$ cat src/rtl/down_counter.sv
// Loadable, pausable down-counter: runs from a programmed value to zero and
// pulses done at terminal count, with a one-clock delayed copy of done.
module down_counter #(
  parameter int WIDTH = 8
) (
  input  logic             clk,
  input  logic             rstn,
  input  logic             load,
  input  logic [WIDTH-1:0] load_val,
  input  logic             en,
  output logic [WIDTH-1:0] q,
  output logic             busy,
  output logic             done,
  output logic             done_delayed
);

  typedef enum logic [1:0] {
    IDLE = 2'd0,
    RUN  = 2'd1,
    DONE = 2'd2
  } state_t;

  localparam logic [WIDTH-1:0] ONE = WIDTH'(1);

  state_t           st, st_nxt;
  logic [WIDTH-1:0] cnt, cnt_nxt;
  logic             done_dly;

  always_ff @(posedge clk or negedge rstn) begin
    if (!rstn) begin
      st       <= IDLE;
      cnt      <= '0;
      done_dly <= 1'b0;
    end else begin
      st       <= st_nxt;
      cnt      <= cnt_nxt;
      done_dly <= (st == DONE);
    end
  end

  // load outranks en in every state; a zero load skips RUN entirely
  always_comb begin
    st_nxt  = st;
    cnt_nxt = cnt;
    if (load) begin
      cnt_nxt = load_val;
      st_nxt  = (load_val == '0) ? DONE : RUN;
    end else begin
      case (st)
        IDLE: ;
        RUN: begin
          if (en) begin
            cnt_nxt = cnt - ONE;
            if (cnt == ONE) st_nxt = DONE;
          end
        end
        DONE: begin
          st_nxt  = IDLE;
          cnt_nxt = '0;
        end
        default: begin
          st_nxt  = IDLE;
          cnt_nxt = '0;
        end
      endcase
    end
  end

  assign q            = cnt;
  assign busy         = (st == RUN);
  assign done         = (st == DONE);
  assign done_delayed = done_dly;

  // embedded checkers; all quiet while reset is held
  a_pause: assert property (@(posedge clk) disable iff (!rstn)
    (!en && !load && st == RUN) |=> $stable(cnt));
  a_dec: assert property (@(posedge clk) disable iff (!rstn)
    (en && !load && st == RUN) |=> (cnt == $past(cnt) - ONE));
  a_dly: assert property (@(posedge clk) disable iff (!rstn)
    done |=> done_delayed);
  a_done_zero: assert property (@(posedge clk) disable iff (!rstn)
    done |-> (cnt == '0));
  a_busy_nz: assert property (@(posedge clk) disable iff (!rstn)
    busy |-> (cnt != '0));
  a_one_pulse: assert property (@(posedge clk) disable iff (!rstn)
    (done && !(load && load_val == '0)) |=> !done);

  c_pause: cover property (@(posedge clk) disable iff (!rstn)
    (!en && !load && st == RUN));
  c_dec: cover property (@(posedge clk) disable iff (!rstn)
    (en && !load && st == RUN));
  c_done: cover property (@(posedge clk) disable iff (!rstn) done);
  c_busy: cover property (@(posedge clk) disable iff (!rstn) busy);
  c_zero_reload: cover property (@(posedge clk) disable iff (!rstn)
    (done && load && load_val == '0));

endmodule

$ cat config.mk
export PLATFORM = sky130hd
export DESIGN_NAME = down_counter
export DESIGN_NICKNAME = d
export VERILOG_FILES = /design/src/rtl/down_counter.sv
export SDC_FILE = /design/constraint.sdc
export NUM_CORES = 1
export LEC_CHECK = 0
export CORE_UTILIZATION = 43
export CTS_CLUSTER_SIZE = 28
export DETAILED_ROUTE_END_ITERATION = 8
export GPL_ROUTABILITY_DRIVEN = 0
export GPL_TIMING_DRIVEN = 0
export PLACE_DENSITY = 0.73
export SYNTH_ARGS = -nofsm -noshare
export SYNTH_HDL_FRONTEND = slang
export SYNTH_SLANG_ARGS = --single-unit
$ cat constraint.sdc
create_clock -name clk -period 1.7 [get_ports clk]
set_input_delay 0.34 -clock clk [delete_from_list [all_inputs] [get_ports clk]]
set_output_delay 0.34 -clock clk [all_outputs]
set_load 0.02 [all_outputs]
==> results by group <==
Finish
  – Most frequent cells in the layout: 14 x clkdlybuf4s50_1, 10 x dfrtp_1, 7 x nand2_1
  – Nets: 115
  – Ant diodes: 0
  – Syn-to-layout area delta: 39.7%
  – Leading cell type in the layout, fill and taps excluded: clkdlybuf4s50_1
  – Share of cells above drive strength 1: 10.0%

Global routing
  – Grt ovf: 0
  – First-pass GRT wire length: 3230 um
  – Total track usage: 24.7%
  – Number of global-route vias before repair: 696
  – Initial antenna violation count: 0
  – Pin count of the biggest net entering global routing: 12

Pwr
  – Sequential Power Share: 42.5%
  – Switch Pwr: 295 uW
  – Clock network power share: 22.5%
  – Internal: 516 uW
  – Sw frac: 36.4%
  – VDD IR-drop max: 0.480 mV
  – Comb pwr share: 35.0%
  – PD cells: 848 mW/mm^2
  – LEAKAGE: 0.000407 uW

Detailed routing
  – DR WL/cell: 16.5 um
  – Via count: 716
  – Starting DRT DRC Count: 23
  – Post-DRT Antenna Nets: 0
  – DRC viols: 0
  – DR vias/cell: 6.17
  – Pre-antenna DRT Iters: 4
  – Routed WL: 1910 um

Worst setup path
  – CP Launch Type: register
  – Critical path's slowest cell: clkdlybuf4s50_1
  – Number of buffers and inverters on the critical path: 1
  – CP Class: register to primary output
  – Crit path cell chain: clkdlybuf4s50_1
  – Worst r2r src: q[2]
  – Start point of the critical path: q[5]
  – CP endpoint kind: primary output
  – Cell family with most CP delay: buffers and inverters
  – R2R Setup Slk: 0.17 ns
  – WP data required: 1.36 ns
  – Worst EP arrival: 1.31 ns
  – Worst path max stage delay: 0.63 ns
  – Worst Path Max Fanout: 4

Yosys
  – Mapped Area: 684 um^2
  – Post-synth EDFFs: 0
  – Syn_nets: 88
  – Post-Syn Instances: 74
  – Syn. warnings: 0
  – Most used flip-flop cell after synthesis: dfrtp_1
  – Synth cell types: 33
  – Post-synthesis async set-or-reset flop share: 100%
  – Post-synthesis sequential area ratio: 40.2%
  – Mean Syn Cell Area: 9.25 um^2
  – #FFs+latches synth: 11

STA
  – Final worst-path cycle share: 97.2%
  – Final setup TNS: 0 ns
  – Clock skew: 0.00298 ns
  – Hold Fails Final Rpt: 0
  – Worst-margin pin slew: 0.536 ns
  – Min cycle time layout: 1.65 ns
  – Pins over their slew limit: 0
  – Rel. slew slack: 64.1%
  – Fmax: 605 MHz
  – Final WS setup: 0.0480 ns
  – Final setup fails: 0

Placed design
  – Post-place setup slack: -0.117 ns
  – Final HPWL DP: 1390 um
  – I/O Buffers: 22

Clock tree
  – CTS H-tree depth: 1
  – Post_cts resized: 6
  – CTS tree: built
  – CTS Sinks: 11
  – Total clock buffers created by CTS: 3
  – Clk buf depth: 2
  – Clock root buffer: clkbuf_4
  – Cts hold-fix bufs: 0
  – Setup repair bufs after CTS: 0
  – Worst-path clk slew: 0.07 ns
  – Clock insertion delay at the later pin of the skew report: 0.27 ns

Outcome
  – Status: completed

Floorplan
  – Starting density of the core: 46.0%
  – FP Rows: 14
  – Die height: 41.9 um
  – Die ar.: 0.00176 mm^2
  – Core footprint: 0.00149 mm^2
  – Top Ports: 23
  – Die Span X: 41.9 um

Min path
  – Worst Hold Class: input port to async pin

Job
  – Max_cap viols: 0
-- path summary, 6_finish.rpt --
kind                                end  cells past startpoint
setup / recovery                   q[5]                      1
hold / removal                     q[6]                      1
setup reg to reg                   q[6]                      3
hold reg to reg            done_delayed                      1
max in group asynchronous         st[0]                      1
min in group clk           done_delayed                      1
-- registers in the layout (all words and copies together) (netlist names) --
name / flops
done_delayed: 1
q: 8
st: 2
-- power by group through the flow --
stage	Clock [uW]	Sequential (uW)	Combinational [uW]
4_1_cts	188	340	282
2_1_floorplan	0	371	130
3_3_place_gp	0	345	286
5_1_grt	196	352	307
6_report	182	345	283
3_5_place_dp	0	346	291
-- metrics by stage --
stage | power (uW) | hold slack [ns] | util [%] | std cells | instance area, um^2
2_1_floorplan | 501 | 0.0444 | - | 74 | 684
3_3_place_gp | 632 | 0.533 | 62.1 | 112 | 925
3_5_place_dp | 638 | 0.531 | 62.1 | 112 | 925
4_1_cts | 811 | 0.425 | 63.4 | 116 | 943
5_1_grt | 855 | 0.452 | 64.2 | 116 | 956
6_report | 811 | 0.405 | 64.2 | 116 | 956
-- layer usage --
| layer | wire length [um] | global-route usage [%] | vias to the layer above |
|---|---|---|---|
| met1 | 812 | 30.7 | 337 |
| li1 | - | - | 338 |
| met3 | 110 | 6.52 | 8 |
| met4 | 59 | 12.9 | 0 |
| met5 | 0 | 0 | - |
| met2 | 930 | 39.1 | 33 |
-- synthesized netlist by cell type (2+ instances only) --
cell / instances / share of area (%)
a41oi_1: 2 / 2.6
a32oi_1: 3 / 3.8
ha_1: 2 / 3.7
o2bb2ai_1: 2 / 2.6
o211ai_1: 2 / 2.2
or3_1: 2 / 1.8
nor3_1: 2 / 1.5
o21ai_0: 4 / 2.9
nor4_1: 3 / 2.7
dfrtp_1: 11 / 40
nand3_1: 2 / 1.5
inv_1: 4 / 2.2
a22oi_1: 3 / 3.3
nor2_1: 5 / 2.7
nor2b_1: 3 / 2.7
nand2_1: 7 / 3.8
-- cell type report --
| class | instances | area [um^2] |
|---|---|---|
| Sequential cell | 11 | 277 |
| Clock buffer | 4 | 26.3 |
| Fill cell | 131 | 533 |
| Timing Repair Buffer | 22 | 218 |
| Inverter | 4 | 15.0 |
| Buffer | 2 | 8.76 |
| Multi-Input combinational cell | 57 | 392 |
| Tap cell | 16 | 20.0 |
-- cell families (layout without fill, tap and decap cells) --
kind of cell | after synthesis | in the layout | share of synthesized area, %
simple gates | 32 | 32 | 26.5
compound gates | 22 | 22 | 24.9
flops | 11 | 11 | 40.2
buf+inv | 6 | 32 | 3.47
fa+ha+maj | 2 | 2 | 3.66
xor+xnor | 1 | 1 | 1.28
(Power assumes the default switching activity.)
